===== src/rtl/bin2bcd_pipe_param.sv =====
// bin2bcd_pipe_param: parametrised, fully pipelined binary-to-BCD converter
// (double dabble) with valid/ready handshake on both sides and a global stall.
// Stage 0 registers sign and magnitude. It is followed by S shift stages,
// each of which processes BPS magnitude bits. The last shift stage is the
// output register.
// Optional feature: define BIN2BCD_LZB_EN for leading-zero blanking. This
// blanks leading digits to 4'hF and adds the ndig output port.
module bin2bcd_pipe_param #(
  parameter int BIN_W = 11,
  parameter int NDIG  = 4,
  parameter int BPS   = 1
) (
  input  logic             clk,
  input  logic             rst_n,
  input  logic [BIN_W-1:0] bin,
  input  logic             bin_sgn,
  input  logic             bin_vld,
  output logic             bin_rdy,
  output logic [4*NDIG:0]  bcd,
  output logic             bcd_vld,
  input  logic             bcd_rdy
`ifdef BIN2BCD_LZB_EN
  ,
  output logic [$clog2(NDIG+1)-1:0] ndig
`endif
);

  localparam int DW      = 4 * NDIG;
  localparam int S       = (BIN_W + BPS - 1) / BPS;
  localparam int LAST_NB = BIN_W - (S - 1) * BPS;

  logic             adv;
  logic [S:0]       vld_q;
  logic [S:0]       sgn_q;
  logic [BIN_W-1:0] mag_q [0:S-1];
  logic [DW-1:0]    dig_q [1:S];
  logic [DW-1:0]    dig_d [1:S];
  logic [DW-1:0]    dig_out;
  logic [BIN_W-1:0] mag_in;
  logic             sgn_in;

  // nb double-dabble iterations (nb <= BPS): add 3 to every digit >= 5,
  // then shift the magnitude MSB into digit[0].
  function automatic logic [DW-1:0] dd_iter(input logic [DW-1:0] d_in,
                                            input logic [BIN_W-1:0] m_in,
                                            input int nb);
    logic [DW-1:0]    d;
    logic [BIN_W-1:0] m;
    d = d_in;
    m = m_in;
    for (int i = 0; i < BPS; i++) begin
      if (i < nb) begin
        for (int j = 0; j < NDIG; j++) begin
          if (d[4*j +: 4] >= 4'd5) d[4*j +: 4] = d[4*j +: 4] + 4'd3;
        end
        d = {d[DW-2:0], m[BIN_W-1]};
        m = {m[BIN_W-2:0], 1'b0};
      end
    end
    return d;
  endfunction

  // Global stall: everything moves only when the output slot is free or being taken.
  assign adv     = bcd_rdy | ~bcd_vld;
  assign bin_rdy = adv;
  assign bcd_vld = vld_q[S];
  assign bcd     = {sgn_q[S], dig_q[S]};

  // Sign and magnitude of the incoming sample. The most negative value maps
  // to magnitude 2^(BIN_W-1), which still fits in BIN_W unsigned bits.
  always_comb begin
    sgn_in = bin_sgn & bin[BIN_W-1];
    mag_in = sgn_in ? -bin : bin;
  end

  // Next-state digits for every shift stage. Stage 1 starts from all-zero digits.
  always_comb begin
    dig_d[1] = dd_iter({DW{1'b0}}, mag_q[0], (S == 1) ? LAST_NB : BPS);
    for (int k = 2; k <= S; k++) begin
      dig_d[k] = dd_iter(dig_q[k-1], mag_q[k-1], (k == S) ? LAST_NB : BPS);
    end
  end

`ifdef BIN2BCD_LZB_EN
  int nd_calc;

  // Blank digits above the most significant nonzero digit. digit[0] always survives.
  always_comb begin
    nd_calc = 1;
    for (int j = 1; j < NDIG; j++) begin
      if (dig_d[S][4*j +: 4] != 4'd0) nd_calc = j + 1;
    end
    dig_out = dig_d[S];
    for (int j = 1; j < NDIG; j++) begin
      if (j >= nd_calc) dig_out[4*j +: 4] = 4'hF;
    end
  end
`else
  // Without blanking the final stage passes its digits straight through.
  always_comb dig_out = dig_d[S];
`endif

  // Pipeline registers: advance together on adv, clear asynchronously on reset.
  always_ff @(posedge clk or negedge rst_n) begin
    if (!rst_n) begin
      vld_q <= '0;
      sgn_q <= '0;
      for (int k = 0; k < S; k++) mag_q[k] <= '0;
      for (int k = 1; k <= S; k++) dig_q[k] <= '0;
`ifdef BIN2BCD_LZB_EN
      ndig <= '0;
`endif
    end else if (adv) begin
      vld_q    <= {vld_q[S-1:0], bin_vld};
      sgn_q    <= {sgn_q[S-1:0], sgn_in};
      mag_q[0] <= mag_in;
      for (int k = 1; k < S; k++) mag_q[k] <= mag_q[k-1] << BPS;
      for (int k = 1; k <= S; k++) dig_q[k] <= (k == S) ? dig_out : dig_d[k];
`ifdef BIN2BCD_LZB_EN
      ndig <= ($clog2(NDIG+1))'(nd_calc);
`endif
    end
  end

endmodule

===== config.mk =====
export PLATFORM = sky130hd
export DESIGN_NAME = bin2bcd_pipe_param
export DESIGN_NICKNAME = d
export VERILOG_FILES = /design/src/rtl/bin2bcd_pipe_param.sv
export SDC_FILE = /design/constraint.sdc
export NUM_CORES = 1
export LEC_CHECK = 0
export ABC_AREA = 1
export CORE_UTILIZATION = 65
export CTS_CLUSTER_DIAMETER = 60
export DETAILED_ROUTE_END_ITERATION = 8
export PLACE_DENSITY = 0.88
export SYNTH_ARGS = -nofsm -noshare
export SYNTH_HDL_FRONTEND = slang
export SYNTH_SLANG_ARGS = --single-unit
export TNS_END_PERCENT = 20

===== constraint.sdc =====
create_clock -name clk -period 2.4 [get_ports clk]
set_input_delay 0.48 -clock clk [delete_from_list [all_inputs] [get_ports clk]]
set_output_delay 0.48 -clock clk [all_outputs]
set_load 0.01 [all_outputs]

After elaboration in Yosys (flattened, before gate mapping):

Cells that the tools add are included.

* word-level logic and storage cells: 131
* register bits: 230

* mux-type cells: 35
* order comparisons: 34
* add/subtract/negate cells: 35
* bitwise gates (word level): 3

Operators with widths (count)
* >= comparator 4 x 3 -> 1 bit, second input constant: 30
* adder 4 x 2 -> 4 bit, second input constant: 24
* 2-to-1 mux 4 bit: 24
* 2-to-1 mux 3 bit: 10
* adder 3 x 2 -> 3 bit, second input constant: 6
* adder 1 x 2 -> 3 bit, second input constant: 4
* >= comparator 1 x 3 -> 1 bit, second input constant: 4
* 2-to-1 mux 11 bit: 1
* negator 11 bit: 1
* AND 1 bit: 1
* inverter 1 bit: 1
* bitwise OR 1 bit: 1

Logic depth before layout (Yosys ltp):

Gate-level depths: netlist (run 1).

* depth in word-level cells: 2
* mapped depth: 9
* depth with buffers taken out: 9

Least setup slack after synthesis (run 1):

No wires, ideal clock.

* path type: input to output
* from: input port bcd_rdy
* to: output port bin_rdy
* slack: 940 ps
* data arrival time: 980 ps
* stages on the path: 4
* cells stage by stage: nor2_4 > inv_2 > buf_2 > buf_2

* cells in the longest elaborated chain, start to end: 1

Ends and longest elaborated chain
* start, declared: line 21 `input logic bcd_rdy`
* bitwise OR 1 bit: line 64 `assign adv = bcd_rdy | ~bcd_vld;`
* end, declared: line 18 `output logic bin_rdy,`

No other way between the ends.

Final worst setup path (run 1):

Ends and elaborated chain as after synthesis.

==> reports/results.txt, run 1 <==
outcome = completed
hpwl dp = 8410 µm
Hold Path Class = in2async
share of layout cells above drive strength 1 = 4.617%
IO buf count = 32
DRT iter0 DRCs = 348
worst ir drop on vdd = 1.119 mV
DRC = 0
max-cap violations = 0
Clk pwr share = 24.0%
width of the die = 112.9 µm
initial antenna violation count = 0
post-synth top area share = 53.57%
Syn Std Cell Area = 0.007988 mm²
clock skew = 7.130 ps
min Tclk post-route = 2174 ps
period utilisation layout = 90.59%
DR vias/cell = 5.393
Chip Height = 112.9 µm
CP startpoint kind = primary input
area leader, netlist = dfrtp_1
FFs w/ async S/R, synth = 100.0%
CTS H-tree lvls = 4
Post-synth EDFFs = 0
P_int = 7.372 mW
# setup viols final = 0
Arr. time, crit path = 1690 ps
clock sinks = 171
Mapped Avg Cell Area = 8.561 µm²
initial core utilization = 66.50%
top-count cell post-synth = nand2_1
# fillers = 826
Setup Fix Bufs, Post-CTS = 0
Worst-Margin Slew = 616.1 ps
register area share after synthesis = 53.57%
router iterations before antenna repair = 4
CTS Hold Buffers Added = 0
Util after Layout = 74.18%
Data required, critical path = 1920 ps
Area Overhead vs Synth = 11.54%
grt ovf = 0
Worst-path clk slew = 60 ps
GR Util All Layers = 24.84%
Ys Warns = 0
number of top-level pins = 35
Total Nets Final = 990
Inserted Clock Buffers = 17
DIE AREA = 0.01274 mm²
crit path max fanout = 8
vias in the first global route = 5601
Seq pwr share = 41.2%
fmax = 0.4599 GHz
top_reg_cell synth = dfrtp_1
clk buf depth = 2
largest net degree at the start of global routing = 142
average wire per standard cell = 12.95 µm
Net Switching = 4.403 mW
DRT Wirelength = 14250 µm
Post-Syn Instances = 933
final hold violation count = 0
Routed Antenna Nets = 0
RSZ-0062 raised after global routing = false
Clock Latency Late Sink = 440 ps
Commonest cells post-synth = nand2_1, dfrtp_1, inv_1
Synth cell types = 23
CTS tree = done
combinational fraction of design power = 34.9%
Routability Congestion = 0.7647
row count = 40
CTS resizes = 0
Crit Path Class = in2out
Crit. End Element = output pin
Max-slew headroom = 58.93%
n_diodes = 0
Fin Setup TNS = 0 ps
synth top area cells = dfrtp_1, nand2_1, o21ai_0, inv_1, ha_1
global-route wire length before repair = 25090 µm
routed vias = 5932
core area = 0.01201 mm²
pwr/cell area = 1322 mW/mm²
switching power share of the total = 37.40%
clock root cell = clkbuf_16
FF+latch count, synth = 171
Slew Viols, Final = 0
P_leak = 4.465 nW
[registers in the layout, indices dropped and copies added (netlist names)]
signal and count:
bcd 14, dig_d 11, dig_q 67, mag_q 55
sgn_q 12, vld_q 12
[cell type report]
| type | count | area, µm² | share of cell area [%] |
|---|---|---|---|
| sequential | 171 | 4279 | 48.03 |
| multi-input combinational | 592 | 2962 | 33.24 |
| clock buffer | 20 | 446.7 | 5.013 |
| inverter | 116 | 440.4 | 4.943 |
| timing repair buffer | 42 | 434.2 | 4.873 |
| tap | 147 | 183.9 | 2.064 |
| clock inverter | 12 | 163.9 | 1.840 |
[logic make-up (layout without fill, tap and decap cells)]
| kind of cell | Yosys count | after routing | share of synthesized area [%] |
|---|---|---|---|
| buffers and inverters | 171 | 190 | 9.398 |
| adder cells (fa/ha/maj) | 34 | 34 | 5.326 |
| AND/OR/NAND/NOR | 347 | 347 | 17.12 |
| AO/OA/AOI/OAI | 194 | 194 | 12.89 |
| flip-flops | 171 | 171 | 53.57 |
| other | 1 | 2 | 0.04695 |
| XOR/XNOR | 15 | 15 | 1.645 |
[power by group through the flow]
stage / clock network, mW / logic, mW / registers, mW
after floorplan: 0 / 3.22 / 4.68
after global placement: 0 / 3.78 / 4.80
after detailed placement: 0 / 4.01 / 4.85
after CTS: 2.85 / 4.14 / 4.84
after global routing: 2.99 / 4.75 / 5.00
final: 2.82 / 4.11 / 4.85
[per-layer routing]
| metal | up-vias | global-route usage (%) | routed length (µm) |
|---|---|---|---|
| li1 | 2980 | - | - |
| met1 | 2833 | 32.39 | 6469 |
| met2 | 92 | 40.82 | 7080 |
| met3 | 27 | 5.196 | 420 |
| met4 | 0 | 10.61 | 277 |
| met5 | - | 0 | 0 |
[through the flow]
stage	power (mW)	cells	instance area (µm²)	hold slack [ps]	setup WS [ps]
finish	11.78	1100	8910	33.14	225.8
CTS	11.83	1100	8910	59.60	215.0
global route	12.73	1100	8910	92.05	196.0
floorplan	7.896	934	7991	184.4	940.4
detailed placement	8.860	1068	8299	453.7	223.9
global placement	8.576	1068	8299	445.8	218.2
[critical path: stages]
cell             delay, ps
clkdlybuf4s50_1        500
nor2_4                  70
inv_6                   80
clkdlybuf4s50_1        550
[final timing paths]
path                       startpoint  depth (start not counted)  slack, ps          to
min reg2reg                  sgn_q[9]                          2        470   sgn_q[10]
max reg2reg                 dig_q[40]                          8        730   dig_q[26]
max in group asynchronous       rst_n                          2       1680  mag_q[113]
max                           bcd_rdy                          4        230     bin_rdy
min in group clk             sgn_q[9]                          2        470   sgn_q[10]
min                             rst_n                          1         30   dig_q[20]
[cells in the final DEF, fill, tap and decap left out, drive strengths merged]
cell type	n
nand2	286
dfrtp	171
o21ai	157
inv	119
nand3	42
ha	34
clkdlybuf4s50	31
clkbuf	20
nor2	17
xor2	15
o211ai	14
a21oi	11
buf	11
o22ai	7
clkinv	5
o221ai	3
bufinv	3
conb	2
nand4	1
o31ai	1
a31oi	1
or2	1
clkinvlp	1
No activity file was read; power rests on OpenSTA's default activity.
==> inputs of run 2 (changes only) <==
clock period = 2.65 ns   (was 2.4 ns; I/O delays follow)
==> run 2 against run 1 <==
Against the previous run:
- combinational power decreased by 10%
- critical path type unchanged
- highest routed layer unchanged
- largest cell class unchanged
- cell count decreased by 0.45%
- count of clock-buffer cells in the layout decreased by 2
- non-clock buffer count decreased by 4
- clock power decreased by 9.9%
==> reports/results.txt, run 2 (synthesis results as in run 1) <==
number of top-level pins = 35 (unchanged)
# setup viols final = 0 (unchanged)
Worst-Margin Slew = 834.5 ps (+218.4 ps)
DR vias/cell = 5.394 (about the same)
chain of cells forming the critical path = clkdlybuf4s50_1, nor2_4, inv_6, clkdlybuf4s50_1
critical path's largest stage delay = 500 ps (-50 ps)
commonest non-fill, non-tap cell in the layout = nand2_1
Reg with most FFs = dig_q
max FFs per register = 67 (unchanged)
P_leak = 4.440 nW (-0.56%)
Area Overhead vs Synth = 11.11%
# fillers = 816 (-1.2%)
Chip Height = 112.9 µm (unchanged)
initial core utilization = 66.50% (unchanged)
router iterations before antenna repair = 5 (+1)
pwr/cell area = 1197 mW/mm² (-9.4%)
final hold violation count = 0 (unchanged)
average wire per standard cell = 12.94 µm (-0.13%)
clock root cell = clkbuf_16
DRT Wirelength = 14160 µm (-0.58%)
Setup Fix Bufs, Post-CTS = 0 (unchanged)
RSZ-0062 raised after global routing = false
hpwl dp = 8254 µm (-1.9%)
vias in the first global route = 5795 (+3.5%)
max-cap violations = 0 (unchanged)
Crit. End Element = output pin
width of the die = 112.9 µm (unchanged)
Arr. time, crit path = 1720 ps (+30 ps)
routed vias = 5906 (-0.44%)
global-route wire length before repair = 25530 µm (+1.8%)
GR Util All Layers = 25.22% (+0.38 points)
Hold Path Class = in2async
DIE AREA = 0.01274 mm² (unchanged)
clk buf depth = 2 (unchanged)
largest net degree at the start of global routing = 202 (+42%)
Inserted Clock Buffers = 17 (unchanged)
clock skew = 4.863 ps (-2.267 ps)
Max-slew headroom = 44.36% (-15 points)
Routed Antenna Nets = 0 (unchanged)
worst ir drop on vdd = 1.928 mV (+72%)
CTS H-tree lvls = 4 (unchanged)
crit path max fanout = 2 (-6)
commonest non-fill, non-tap cells in the layout = nand2_1, dfrtp_1, inv_1
clock sinks = 171 (unchanged)
Routability Congestion = 0.7557 (-1.2%)
CTS resizes = 0 (unchanged)
n_diodes = 0 (unchanged)
row count = 40 (unchanged)
outcome = completed
initial antenna violation count = 0 (unchanged)
Total Nets Final = 986 (-0.40%)
Slew Viols, Final = 0 (unchanged)
min Tclk post-route = 2245 ps
final worst slack = 404.5 ps (+178.7 ps)
period utilisation layout = 84.74%
fmax = 0.4453 GHz
CTS tree = done
CP startpoint kind = primary input
share of layout cells above drive strength 1 = 4.325% (-0.29 points)
critical path's slowest cell = clkdlybuf4s50_1
DRC = 0 (unchanged)
Worst-path clk slew = 60 ps (about the same)
DRT iter0 DRCs = 400 (+15%)
CTS Hold Buffers Added = 0 (unchanged)
IO buf count = 32 (unchanged)
core area = 0.01201 mm² (unchanged)
Fin Setup TNS = 0 ps (unchanged)
Crit Path Class = in2out
Clock Latency Late Sink = 430 ps (about the same)
Data required, critical path = 2120 ps (+200 ps)
grt ovf = 0 (unchanged)
most frequent CP cell = clkdlybuf4s50_1
Place WS = 363.7 ps (+139.8 ps)
[run 2: changes by cell type in the layout (fill, tap and decap cells not counted), sizes merged]
| cell | before | now |
|---|---|---|
| clkinv | 5 | 4 |
| clkinvlp | 1 | 3 |
| clkbuf | 20 | 18 |
| buf | 11 | 7 |
[run 2: final timing paths]
check / startpoint / to / slack (ps) / cells past startpoint
min reg2reg: sgn_q[10] / sgn_q[11] / 470 / 2
max in group asynchronous: rst_n / vld_q[11] / 1820 / 2
max reg2reg: vld_q[11] / dig_q[28] / 930 / 6
min in group clk: sgn_q[10] / sgn_q[11] / 470 / 2
min: rst_n / bcd[6] / 50 / 1
max: bcd_rdy / bin_rdy / 400 / 4
[run 2: through the flow]
step / hold slack, ps / instance area [µm²] / total power, mW / util, % / std cells
final: 50.40 / 8875 / 10.63 / 73.89 / 1095
after global placement: 448.0 / 8269 / 7.760 / 68.84 / 1064
after CTS: 66.38 / 8875 / 10.68 / 73.89 / 1095
after floorplan: 234.4 / 7991 / 7.151 / - / 934
after global routing: 81.40 / 8875 / 11.51 / 73.89 / 1095
after detailed placement: 454.6 / 8269 / 8.001 / 68.84 / 1064
[run 2: cell type report]
type / instances / area, µm² / share of cell area [%]
clock inverter: 13 / 166.4 / 1.875
multi-input combinational: 592 / 2962 / 33.37
tap: 147 / 183.9 / 2.072
sequential: 171 / 4279 / 48.22
inverter: 116 / 440.4 / 4.963
clock buffer: 18 / 439.2 / 4.949
timing repair buffer: 38 / 404.1 / 4.554
[run 2: critical path: cells and delay by family]
family                 cells  cell delay (ps)
buffers and inverters      3              980
AND/OR/NAND/NOR            1              200
[run 2: report_power, final]
part,switching (mW),internal [mW],total [mW]
combinational,2.28,1.42,3.70
sequential,0.653,3.73,4.39
clock,1.03,1.51,2.54
[run 2: per-layer routing]
metal	vias up	GRT usage [%]	wire length [µm]
met1	2825	31.62	6172
met2	85	42.84	7371
met4	0	11.14	238
met3	21	5.088	382
li1	2975	-	-
met5	-	0	0
==> RTL change (settings of run 2) <==
The option `BIN2BCD_LZB_EN` is turned on by a define.
--- a/src/rtl/bin2bcd_pipe_param.sv
+++ b/src/rtl/bin2bcd_pipe_param.sv
@@ -7,2 +7,4 @@
 // blanks leading digits to 4'hF and adds the ndig output port.
+`define BIN2BCD_LZB_EN
+
 module bin2bcd_pipe_param #(
Check against the original RTL (old outputs only; new: ndig): not equivalent (a bounded check fails within 4 cycles, from zero or initial values and one cycle with rst_n low).
==> RTL change against run 2 <==
Power rose by 6.6%. Critical path depth did not move. Die area rose by 3.4%. Critical endpoint unchanged. Utilization rose by 1.8 points. Area after synthesis rose by 3.4%. Worst setup slack improved by 0.036 ns. Final area rose by 4.2%. Sequential cell count rose by 4. Cell count rose by 4.2%. Largest power group unchanged. Hold slack improved by 0.031 ns. Via count rose by 3.3%. Highest routed layer unchanged. Routed wire length rose by 4.5%.
==> RTL change: results (changes against run 2) <==
* Met3 wire len at 430 um (+13%)
* Mean Syn Cell Area at 8.659 sq um (+1.1%)
* GR Util All Layers at 25.32% (+0.098 points)
* Met1 wire length at 6231 um (+0.96%)
* Post-synth top area share at 53.01% (-0.56 points)
* Area share of fa/ha/maj cells after synthesis at 5.150% (-0.18 points)
* Status: completed
* Largest net degree at the start of global routing at 209 (+3.5%)
* Psw at 4.285 mW (+8.1%)
* Crit path DAT at 1.68 ns (-0.04 ns)
* Leakage Power at 4.538 nW (+2.2%)
* I/O Buffers at 37 (+16%)
* Final weighted congestion in routability-driven placement at 0.8066 (+6.7%)
* Commonest cells in the netlist: 256 x nand2_1, 175 x dfrtp_1, 138 x o21ai_0, 110 x inv_1, 40 x nor2_1
* Int Pwr at 7.038 mW (+5.7%)
* Period minus WS final at 2.209 ns (-0.03642 ns)
* Hpwl dp at 9363 um (+13%)
* Clk pwr share at 22.2% (-1.7 points)
* DP Worst Slack at 0.4074 ns (+0.04372 ns)
* Vias at 6,100 (+3.3%)
* Worst reg2reg endpoint: dig_q[115]
* Metal2 WL at 7838 um (+6.3%)
* Compound-Gate Fraction of Synth Area at 13.78% (+0.89 points)
* Sequential fraction of the synthesis area at 53.01% (-0.56 points)
* Worst Skew at 0.005843 ns (+0.0009799 ns)
* WL final at 14,800 um (+4.5%)
* Critical Path Max Stage Delay at 0.52 ns (+0.02 ns)
* DP Area at 0.008643 sq mm (+4.5%)
* Synth top area cells: dfrtp_1 53%, nand2_1 12%, o21ai_0 8.4%
* GR Util met2 at 45.05% (+2.2 points)
* First-pass GRT wire length at 26,110 um (+2.3%)
* Clock tree buffer depth at 2 (unchanged)
* Nets@finish at 1,010 (+2.4%)
* Fill cells at 876 (+7.4%)
* Iteration-0 DRC Markers at 410 (+2.5%)
* Netlist cell types at 35 (+52%)
* Share of post-route cells with drive strength above 1 at 6.475% (+2.1 points)
* Post-synthesis xor/xnor area fraction at 1.590% (-0.054 points)
* Placed cells at 1,109 (+4.2%)
RTL change: changes by cell type in the layout (fill, tap and decap cells not counted), sizes merged, moves of 6 or more:
cell / run 2 / this run
nor2: 17 / 44
nand2: 286 / 263
a21oi: 11 / 32
o21ai: 157 / 141
nand3: 42 / 29
clkbuf: 18 / 24
inv: 119 / 113
nand4: 1 / 7
RTL change: area by class of cell:
type / count / area [sq um] / share of cell area (%)
sequential: 175 / 4379 / 47.35
multi-input combinational: 611 / 3168 / 34.26
clock buffer: 24 / 501.7 / 5.426
timing repair buffer: 42 / 459.2 / 4.965
inverter: 113 / 426.7 / 4.614
tap: 168 / 210.2 / 2.273
clock inverter: 8 / 102.6 / 1.109
RTL change: worst reg2reg max path, cell delays in order, from the launching register on:
cell	delay, ns
dfrtp_1	0.37
inv_1	0.12
nor2_4	0.06
inv_4	0.06
buf_12	0.49
o221ai_1	0.40
o21ai_0	0.15
